$ cat src/rtl/uart_pkg.sv
// Shared UART parity definitions: mode codes, RX state encoding and the
// parity rule used by both the TX and RX paths.
package uart_pkg;

    localparam logic [1:0] PAR_EVEN  = 2'b00;
    localparam logic [1:0] PAR_ODD   = 2'b01;
    localparam logic [1:0] PAR_MARK  = 2'b10;
    localparam logic [1:0] PAR_SPACE = 2'b11;

    typedef enum logic [1:0] {
        RX_IDLE   = 2'b00,
        RX_DATA   = 2'b01,
        RX_PARITY = 2'b10
    } rx_state_e;

    typedef struct packed {
        logic       en;
        logic [1:0] mode;
    } rx_cfg_t;

    function automatic logic parity_bit(input logic xor_in, input logic [1:0] mode);
        logic p;
        case (mode)
            PAR_EVEN:  p = xor_in;
            PAR_ODD:   p = ~xor_in;
            PAR_MARK:  p = 1'b1;
            PAR_SPACE: p = 1'b0;
            default:   p = 1'b0;
        endcase
        return p;
    endfunction

endpackage

$ cat src/rtl/parity_engine_if.sv
// Bundle of configuration, TX and RX parity signals between the UART FSMs
// and the parity engine.
interface parity_engine_if #(
    parameter int DATA_WIDTH = 8
);
    logic                  cfg_en;
    logic [1:0]            cfg_mode;
    logic                  tx_load;
    logic [DATA_WIDTH-1:0] tx_data;
    logic                  tx_parity;
    logic                  rx_start;
    logic                  rx_bit_valid;
    logic                  rx_bit;
    logic                  rx_done;
    logic                  rx_par_err;

    modport master (
        output cfg_en, cfg_mode, tx_load, tx_data, rx_start, rx_bit_valid, rx_bit,
        input  tx_parity, rx_done, rx_par_err
    );

    modport slave (
        input  cfg_en, cfg_mode, tx_load, tx_data, rx_start, rx_bit_valid, rx_bit,
        output tx_parity, rx_done, rx_par_err
    );
endinterface

$ cat src/rtl/parity_rx_checker.sv
// Serial RX parity checker: accumulates data bits LSB-first and compares the
// trailing parity bit against the configuration latched at frame start.
module parity_rx_checker
    import uart_pkg::*;
#(
    parameter int DATA_WIDTH = 8
) (
    input  logic       clk,
    input  logic       rst,
    input  logic       cfg_en,
    input  logic [1:0] cfg_mode,
    input  logic       rx_start,
    input  logic       rx_bit_valid,
    input  logic       rx_bit,
    output logic       rx_done,
    output logic       rx_par_err
);

    localparam int CNT_W = $clog2(DATA_WIDTH + 1);
    localparam logic [CNT_W-1:0] LAST_CNT = CNT_W'(DATA_WIDTH - 1);

    rx_state_e        state_r;
    rx_state_e        state_nxt_s;
    rx_cfg_t          rx_cfg_r;
    logic             acc_r;
    logic [CNT_W-1:0] cnt_r;
    logic             rx_done_r;
    logic             rx_par_err_r;
    logic             done_s;
    logic             err_s;
    logic             last_data_s;

    assign last_data_s = rx_bit_valid && (cnt_r == LAST_CNT);

    // State register
    always_ff @(posedge clk) begin
        if (rst) begin
            state_r <= RX_IDLE;
        end else begin
            state_r <= state_nxt_s;
        end
    end

    // Next-state logic; rx_start restarts the frame from any state
    always_comb begin
        state_nxt_s = state_r;
        if (rx_start) begin
            state_nxt_s = RX_DATA;
        end else begin
            case (state_r)
                RX_IDLE:   state_nxt_s = RX_IDLE;
                RX_DATA: begin
                    if (last_data_s) begin
                        state_nxt_s = rx_cfg_r.en ? RX_PARITY : RX_IDLE;
                    end else begin
                        state_nxt_s = RX_DATA;
                    end
                end
                RX_PARITY: state_nxt_s = rx_bit_valid ? RX_IDLE : RX_PARITY;
                default:   state_nxt_s = RX_IDLE;
            endcase
        end
    end

    // Output logic: next values of the registered done pulse and error flag
    always_comb begin
        done_s = 1'b0;
        err_s  = rx_par_err_r;
        if (rx_start) begin
            done_s = 1'b0;
            err_s  = rx_par_err_r;
        end else begin
            case (state_r)
                RX_DATA: begin
                    if (last_data_s && !rx_cfg_r.en) begin
                        done_s = 1'b1;
                        err_s  = 1'b0;
                    end else begin
                        done_s = 1'b0;
                        err_s  = rx_par_err_r;
                    end
                end
                RX_PARITY: begin
                    if (rx_bit_valid) begin
                        done_s = 1'b1;
                        err_s  = rx_bit ^ parity_bit(acc_r, rx_cfg_r.mode);
                    end else begin
                        done_s = 1'b0;
                        err_s  = rx_par_err_r;
                    end
                end
                default: begin
                    done_s = 1'b0;
                    err_s  = rx_par_err_r;
                end
            endcase
        end
    end

    // Accumulator, bit counter, latched frame config and registered outputs
    always_ff @(posedge clk) begin
        if (rst) begin
            acc_r        <= 1'b0;
            cnt_r        <= '0;
            rx_cfg_r     <= '0;
            rx_done_r    <= 1'b0;
            rx_par_err_r <= 1'b0;
        end else begin
            rx_done_r    <= done_s;
            rx_par_err_r <= err_s;
            if (rx_start) begin
                acc_r         <= 1'b0;
                cnt_r         <= '0;
                rx_cfg_r.en   <= cfg_en;
                rx_cfg_r.mode <= cfg_mode;
            end else if ((state_r == RX_DATA) && rx_bit_valid) begin
                acc_r <= acc_r ^ rx_bit;
                cnt_r <= cnt_r + CNT_W'(1);
            end else begin
                acc_r <= acc_r;
                cnt_r <= cnt_r;
            end
        end
    end

    assign rx_done    = rx_done_r;
    assign rx_par_err = rx_par_err_r;

endmodule

$ cat src/rtl/parity_engine.sv
// UART parity engine: TX parity generation for a configurable word width and
// an RX serial parity checker, sharing one parity rule.
module parity_engine
    import uart_pkg::*;
#(
    parameter int DATA_WIDTH = 8
) (
    input  logic            clk,
    input  logic            rst,
    parity_engine_if.slave  bus
);

    logic tx_xor_r;
    logic tx_parity_s;
    logic rx_done_s;
    logic rx_par_err_s;

    // Reduced XOR of the last loaded TX word
    always_ff @(posedge clk) begin
        if (rst) begin
            tx_xor_r <= 1'b0;
        end else if (bus.tx_load) begin
            tx_xor_r <= ^bus.tx_data;
        end else begin
            tx_xor_r <= tx_xor_r;
        end
    end

    // Live mode applied to the stored XOR so mode changes show without reload
    always_comb begin
        tx_parity_s = 1'b0;
        if (bus.cfg_en) begin
            tx_parity_s = parity_bit(tx_xor_r, bus.cfg_mode);
        end else begin
            tx_parity_s = 1'b0;
        end
    end

    assign bus.tx_parity = tx_parity_s;

    parity_rx_checker #(
        .DATA_WIDTH (DATA_WIDTH)
    ) u_rx (
        .clk          (clk),
        .rst          (rst),
        .cfg_en       (bus.cfg_en),
        .cfg_mode     (bus.cfg_mode),
        .rx_start     (bus.rx_start),
        .rx_bit_valid (bus.rx_bit_valid),
        .rx_bit       (bus.rx_bit),
        .rx_done      (rx_done_s),
        .rx_par_err   (rx_par_err_s)
    );

    assign bus.rx_done    = rx_done_s;
    assign bus.rx_par_err = rx_par_err_s;

endmodule

$ cat src/flat_wrapper.sv
// flat-port wrapper written by rule: the top's interface ports become plain ports
module parity_engine_flat import uart_pkg::*;
#(
    parameter int DATA_WIDTH = 8
)
  (clk, rst, bus_cfg_en, bus_cfg_mode, bus_tx_load, bus_tx_data, bus_rx_start, bus_rx_bit_valid, bus_rx_bit, bus_tx_parity, bus_rx_done, bus_rx_par_err);
  parity_engine_if #(.DATA_WIDTH(DATA_WIDTH)) bus_i ();
  input  logic clk;
  input  logic rst;
  input wire logic [$bits(bus_i.cfg_en)-1:0] bus_cfg_en;
  input wire logic [$bits(bus_i.cfg_mode)-1:0] bus_cfg_mode;
  input wire logic [$bits(bus_i.tx_load)-1:0] bus_tx_load;
  input wire logic [$bits(bus_i.tx_data)-1:0] bus_tx_data;
  input wire logic [$bits(bus_i.rx_start)-1:0] bus_rx_start;
  input wire logic [$bits(bus_i.rx_bit_valid)-1:0] bus_rx_bit_valid;
  input wire logic [$bits(bus_i.rx_bit)-1:0] bus_rx_bit;
  output wire logic [$bits(bus_i.tx_parity)-1:0] bus_tx_parity;
  output wire logic [$bits(bus_i.rx_done)-1:0] bus_rx_done;
  output wire logic [$bits(bus_i.rx_par_err)-1:0] bus_rx_par_err;
  assign bus_i.cfg_en = bus_cfg_en;
  assign bus_i.cfg_mode = bus_cfg_mode;
  assign bus_i.tx_load = bus_tx_load;
  assign bus_i.tx_data = bus_tx_data;
  assign bus_i.rx_start = bus_rx_start;
  assign bus_i.rx_bit_valid = bus_rx_bit_valid;
  assign bus_i.rx_bit = bus_rx_bit;
  assign bus_tx_parity = bus_i.tx_parity;
  assign bus_rx_done = bus_i.rx_done;
  assign bus_rx_par_err = bus_i.rx_par_err;
  parity_engine #(.DATA_WIDTH(DATA_WIDTH)) u_core (.clk(clk), .rst(rst), .bus(bus_i));
endmodule
$ cat config.mk
export PLATFORM = sky130hd
export DESIGN_NAME = parity_engine_flat
export DESIGN_NICKNAME = d
export VERILOG_FILES = /design/src/rtl/uart_pkg.sv /design/src/rtl/parity_engine_if.sv /design/src/rtl/parity_rx_checker.sv /design/src/rtl/parity_engine.sv /design/src/flat_wrapper.sv
export SDC_FILE = /design/constraint.sdc
export NUM_CORES = 1
export LEC_CHECK = 0
export ABC_CLOCK_PERIOD_IN_PS = 3140
export BUFFER_PORTS_ARGS = -buffer_cell sky130_fd_sc_hd__buf_2
export CAP_MARGIN = 10
export CORE_MARGIN = 2
export CORE_UTILIZATION = 24
export CTS_CLUSTER_SIZE = 12
export DETAILED_ROUTE_END_ITERATION = 16
export SETUP_SLACK_MARGIN = 0.1
export SLEW_MARGIN = 0
export SYNTH_ARGS = -nofsm -noshare
export SYNTH_HDL_FRONTEND = slang
export SYNTH_SLANG_ARGS = --single-unit
$ cat constraint.sdc
create_clock -name clk -period 3.14 [get_ports clk]
set_clock_uncertainty 0.2 [all_clocks]
set_input_delay 0.628 -clock clk [delete_from_list [all_inputs] [get_ports clk]]
set_output_delay 0.628 -clock clk [all_outputs]
set_load 0.01 [all_outputs]
==> summary.txt <==
Detailed routing
  – Final ANT Viol Nets: 0
  – Final wirelength: 1264 um
  – Total number of vias: 562
  – Via density: 4.496
  – Drt first-iter violations: 5
  – WL/cell: 10.11 um
  – DRC viols: 0
  – Pre-Repair DR Iteration Count: 2

Worst setup path
  – FF-to-FF End: u_core.u_rx.rx_par_err
  – CP dominant cell by count: buf_2
  – Slowest CP cell: or3_1
  – Top Family by Delay on Critical Path: simple AND/OR/NAND/NOR gates
  – Reg-to-Reg Start: u_core.u_rx.cnt_r[0]
  – Critical path type: in2out
  – Slowest stage delay, CP: 350 ps
  – Worst Setup Start Kind: input port
  – CP endpoint kind: primary output
  – Crit Path Max Fanout: 3
  – Critical Path RT: 2310 ps
  – Register-to-register setup slack: 1320 ps
  – Buffer and inverter count on the worst path: 2
  – Cell count of the worst reg-to-reg path: 5
  – CP Data Arrival Time: 1370 ps
  – Critical path, cell by cell: buf_2 > or3_1 > and3_1 > buf_2

CTS
  – Htree depth: 1
  – Post-cts resize count: 0
  – CTS root buffer: clkbuf_4
  – CTS buffer count: 3
  – Setup Buffers After CTS: 0
  – # hold bufs at CTS: 0
  – TritonCTS clock tree: done
  – CTS max path bufs: 2
  – Clk_lat worst skew: 270 ps
  – Sink Count: 13
  – Clk pin slew, worst setup/hold paths: 80 ps

Floorplan
  – Die width: 56.72 um
  – Initial Utilization: 24.83%
  – Top Ports: 20
  – Die area: 3217 um2
  – DIE HEIGHT: 56.72 um
  – Core Area: 2686 um2
  – # rows: 19

GRT
  – Congestion Overflow GR: 0
  – Initial antenna violation count: 0
  – First-pass GRT wire length: 2166 um
  – Total track usage: 8.607%
  – Pin count of the biggest net entering global routing: 8
  – Number of global-route vias before repair: 545

Logic synthesis
  – Seq/Total Area, Yosys: 39.02%
  – Syn_area_per_cell: 9.012 um2
  – Compound-Gate Fraction of Synth Area: 8.630%
  – Syn Std Cell Area: 666.9 um2
  – Synth cell types: 25
  – Yosys top cell by area: dfxtp_1
  – Syn. warnings: 0
  – Register bit total from synthesis: 13
  – Simple-gate area share of the yosys netlist: 19.70%
  – Net Count, Synth: 94
  – Multiplexer share of the synthesized area: 6.004%
  – Adder-cell share of the synthesized area: 5.629%
  – Largest family of logic cells by synthesized area: simple AND/OR/NAND/NOR gates
  – Syn Inst Count: 74
  – Post-Synth XOR/XNOR Area: 17.07%
  – Synth top area cells: dfxtp_1 (39%), xnor2_1 (13%), nor2_1 (6.8%)
  – Yosys top cell area share: 39.02%

Layout
  – Layout cell share with drive strength beyond 1: 25.53%
  – # nets final: 115
  – Design Area, Final: 815.8 um2
  – Most frequent cells in the layout: buf_2 (19), dfxtp_1 (13), nor2_1 (12)
  – Area growth syn-to-layout: 22.33%
  – Most common cell after layout, fill and taps aside: buf_2
  – Antenna cells: 0

Power and ir drop
  – Worst vdd ir: 0.1507 mV
  – Cell-internal power: 0.2483 mW
  – Clk pwr share: 30.9%
  – Leakage: 0.3359 nW
  – PwrDens: 403.4 nW/um2
  – Psw: 0.08080 mW
  – Comb pwr share: 16.2%
  – Seq pwr share: 52.9%
  – Switching share of total power: 24.55%

Outcome
  – Run status: complete, no violations

Hold path
  – Hold/Removal Path Class: reg2reg
  – Hold EP: u_core.u_rx.rx_par_err
  – Min-delay src: u_core.u_rx.rx_par_err
  – Worst hold stages: 2

Placed design
  – IO Port Bufs: 19
  – Cell area after placement: 789.5 um2
  – DP Worst Slack: 937.8 ps
  – DP Wirelength: 1046 um
  – Final GP Congestion: 0.8553

Timing
  – Setup-failing EPs final: 0
  – Fin crit share: 70.01%
  – Total negative setup slack: 0 ps
  – Worst rel slew slack: 82.79%
  – RSZ-0062 raised after global routing: no
  – Max Freq: 454.9 MHz
  – Period minus WS final: 2198 ps
  – Hold_ws: 284.4 ps
  – Final Slew Violations: 0
  – Final setup margin: 941.7 ps
  – Worst Tran Pin Value: 254.9 ps
  – Hold Fails Final Rpt: 0

Flow run
  – MaxCap Viol Count: 0
metal layers:
| metal | routed length (um) | share of wire (%) | track usage, % | vias up |
|---|---|---|---|---|
| met5 | 0 | 0 | 0 | - |
| met1 | 554 | 44 | 9.623 | 255 |
| met3 | 64 | 5.1 | 1.382 | 2 |
| met2 | 630 | 50 | 14.78 | 14 |
| met4 | 14 | 1.1 | 5.782 | 0 |
| li1 | - | - | - | 291 |
worst max-delay path by stage:
stage                                from            end  cells after the start
after floorplan           bus_cfg_mode[1]  bus_tx_parity                      2
after global placement    bus_cfg_mode[1]  bus_tx_parity                      4
after detailed placement  bus_cfg_mode[1]  bus_tx_parity                      4
after CTS                 bus_cfg_mode[1]  bus_tx_parity                      4
after global routing      bus_cfg_mode[1]  bus_tx_parity                      4
final                     bus_cfg_mode[1]  bus_tx_parity                      4
registers in the layout (all words and copies together), names as in the netlist:
| register | flops |
|---|---|
| u_core.u_rx.cnt_r | 4 |
| u_core.u_rx.rx_cfg_r | 3 |
| u_core.u_rx.state_r | 2 |
| u_core.tx_xor_r | 1 |
| u_core.u_rx.acc_r | 1 |
| u_core.u_rx.rx_done | 1 |
| u_core.u_rx.rx_par_err | 1 |
through the flow:
stage	util [%]	power (mW)	instances
after floorplan	-	0.2132	74
after global placement	29.39	0.2304	121
after detailed placement	29.39	0.2320	121
after CTS	30.37	0.3336	125
after global routing	30.37	0.3495	125
final	30.37	0.3291	125
cells in the mapped netlist:
master    number
o21ba_2        1
xnor2_1       10
or3_1          1
o21ai_0        1
or2_2          1
dfxtp_1       13
ha_1           3
xor2_1         3
nor3_1         2
and3_1         1
or4b_1         1
a31oi_1        1
nand4b_1       2
a21oi_1        1
a211oi_1       1
clkbuf_1       3
and2_1         1
inv_1          4
nor2_1        12
o41ai_1        1
o21a_1         2
nor2b_1        1
nand2_1        3
nand4_1        1
mux2i_1        4
worst min-delay path, delay by kind of cell (launching register included):
kind,cells,cell delay (ps)
AOI/OAI and AO/OA,2,120
DFF,1,320
cells by family (layout without fill, tap and decap cells):
logic type,count (synthesis),count (layout)
adder cells (fa/ha/maj),3,3
AND/OR/NAND/NOR,26,26
flip-flops,13,13
multiplexers,4,4
XOR/XNOR,13,13
AO/OA/AOI/OAI,8,8
buffers and inverters,7,27
power groups by stage:
stage / Clock [mW] / Sequential (mW) / Combinational, mW
finish: 0.102 / 0.174 / 0.0532
global route: 0.115 / 0.175 / 0.0596
CTS: 0.105 / 0.174 / 0.0542
detailed placement: 0 / 0.178 / 0.0539
global placement: 0 / 0.178 / 0.0524
floorplan: 0 / 0.177 / 0.0364
layout make-up:
class / instances / area (um2)
Fill cell: 292 / 1871
Multi-Input combinational cell: 54 / 380.4
Sequential cell: 13 / 260.3
Timing Repair Buffer: 19 / 95.09
Tap cell: 31 / 38.79
Clock buffer: 4 / 26.28
Inverter: 4 / 15.01
Power figures use the tool's default switching activity.
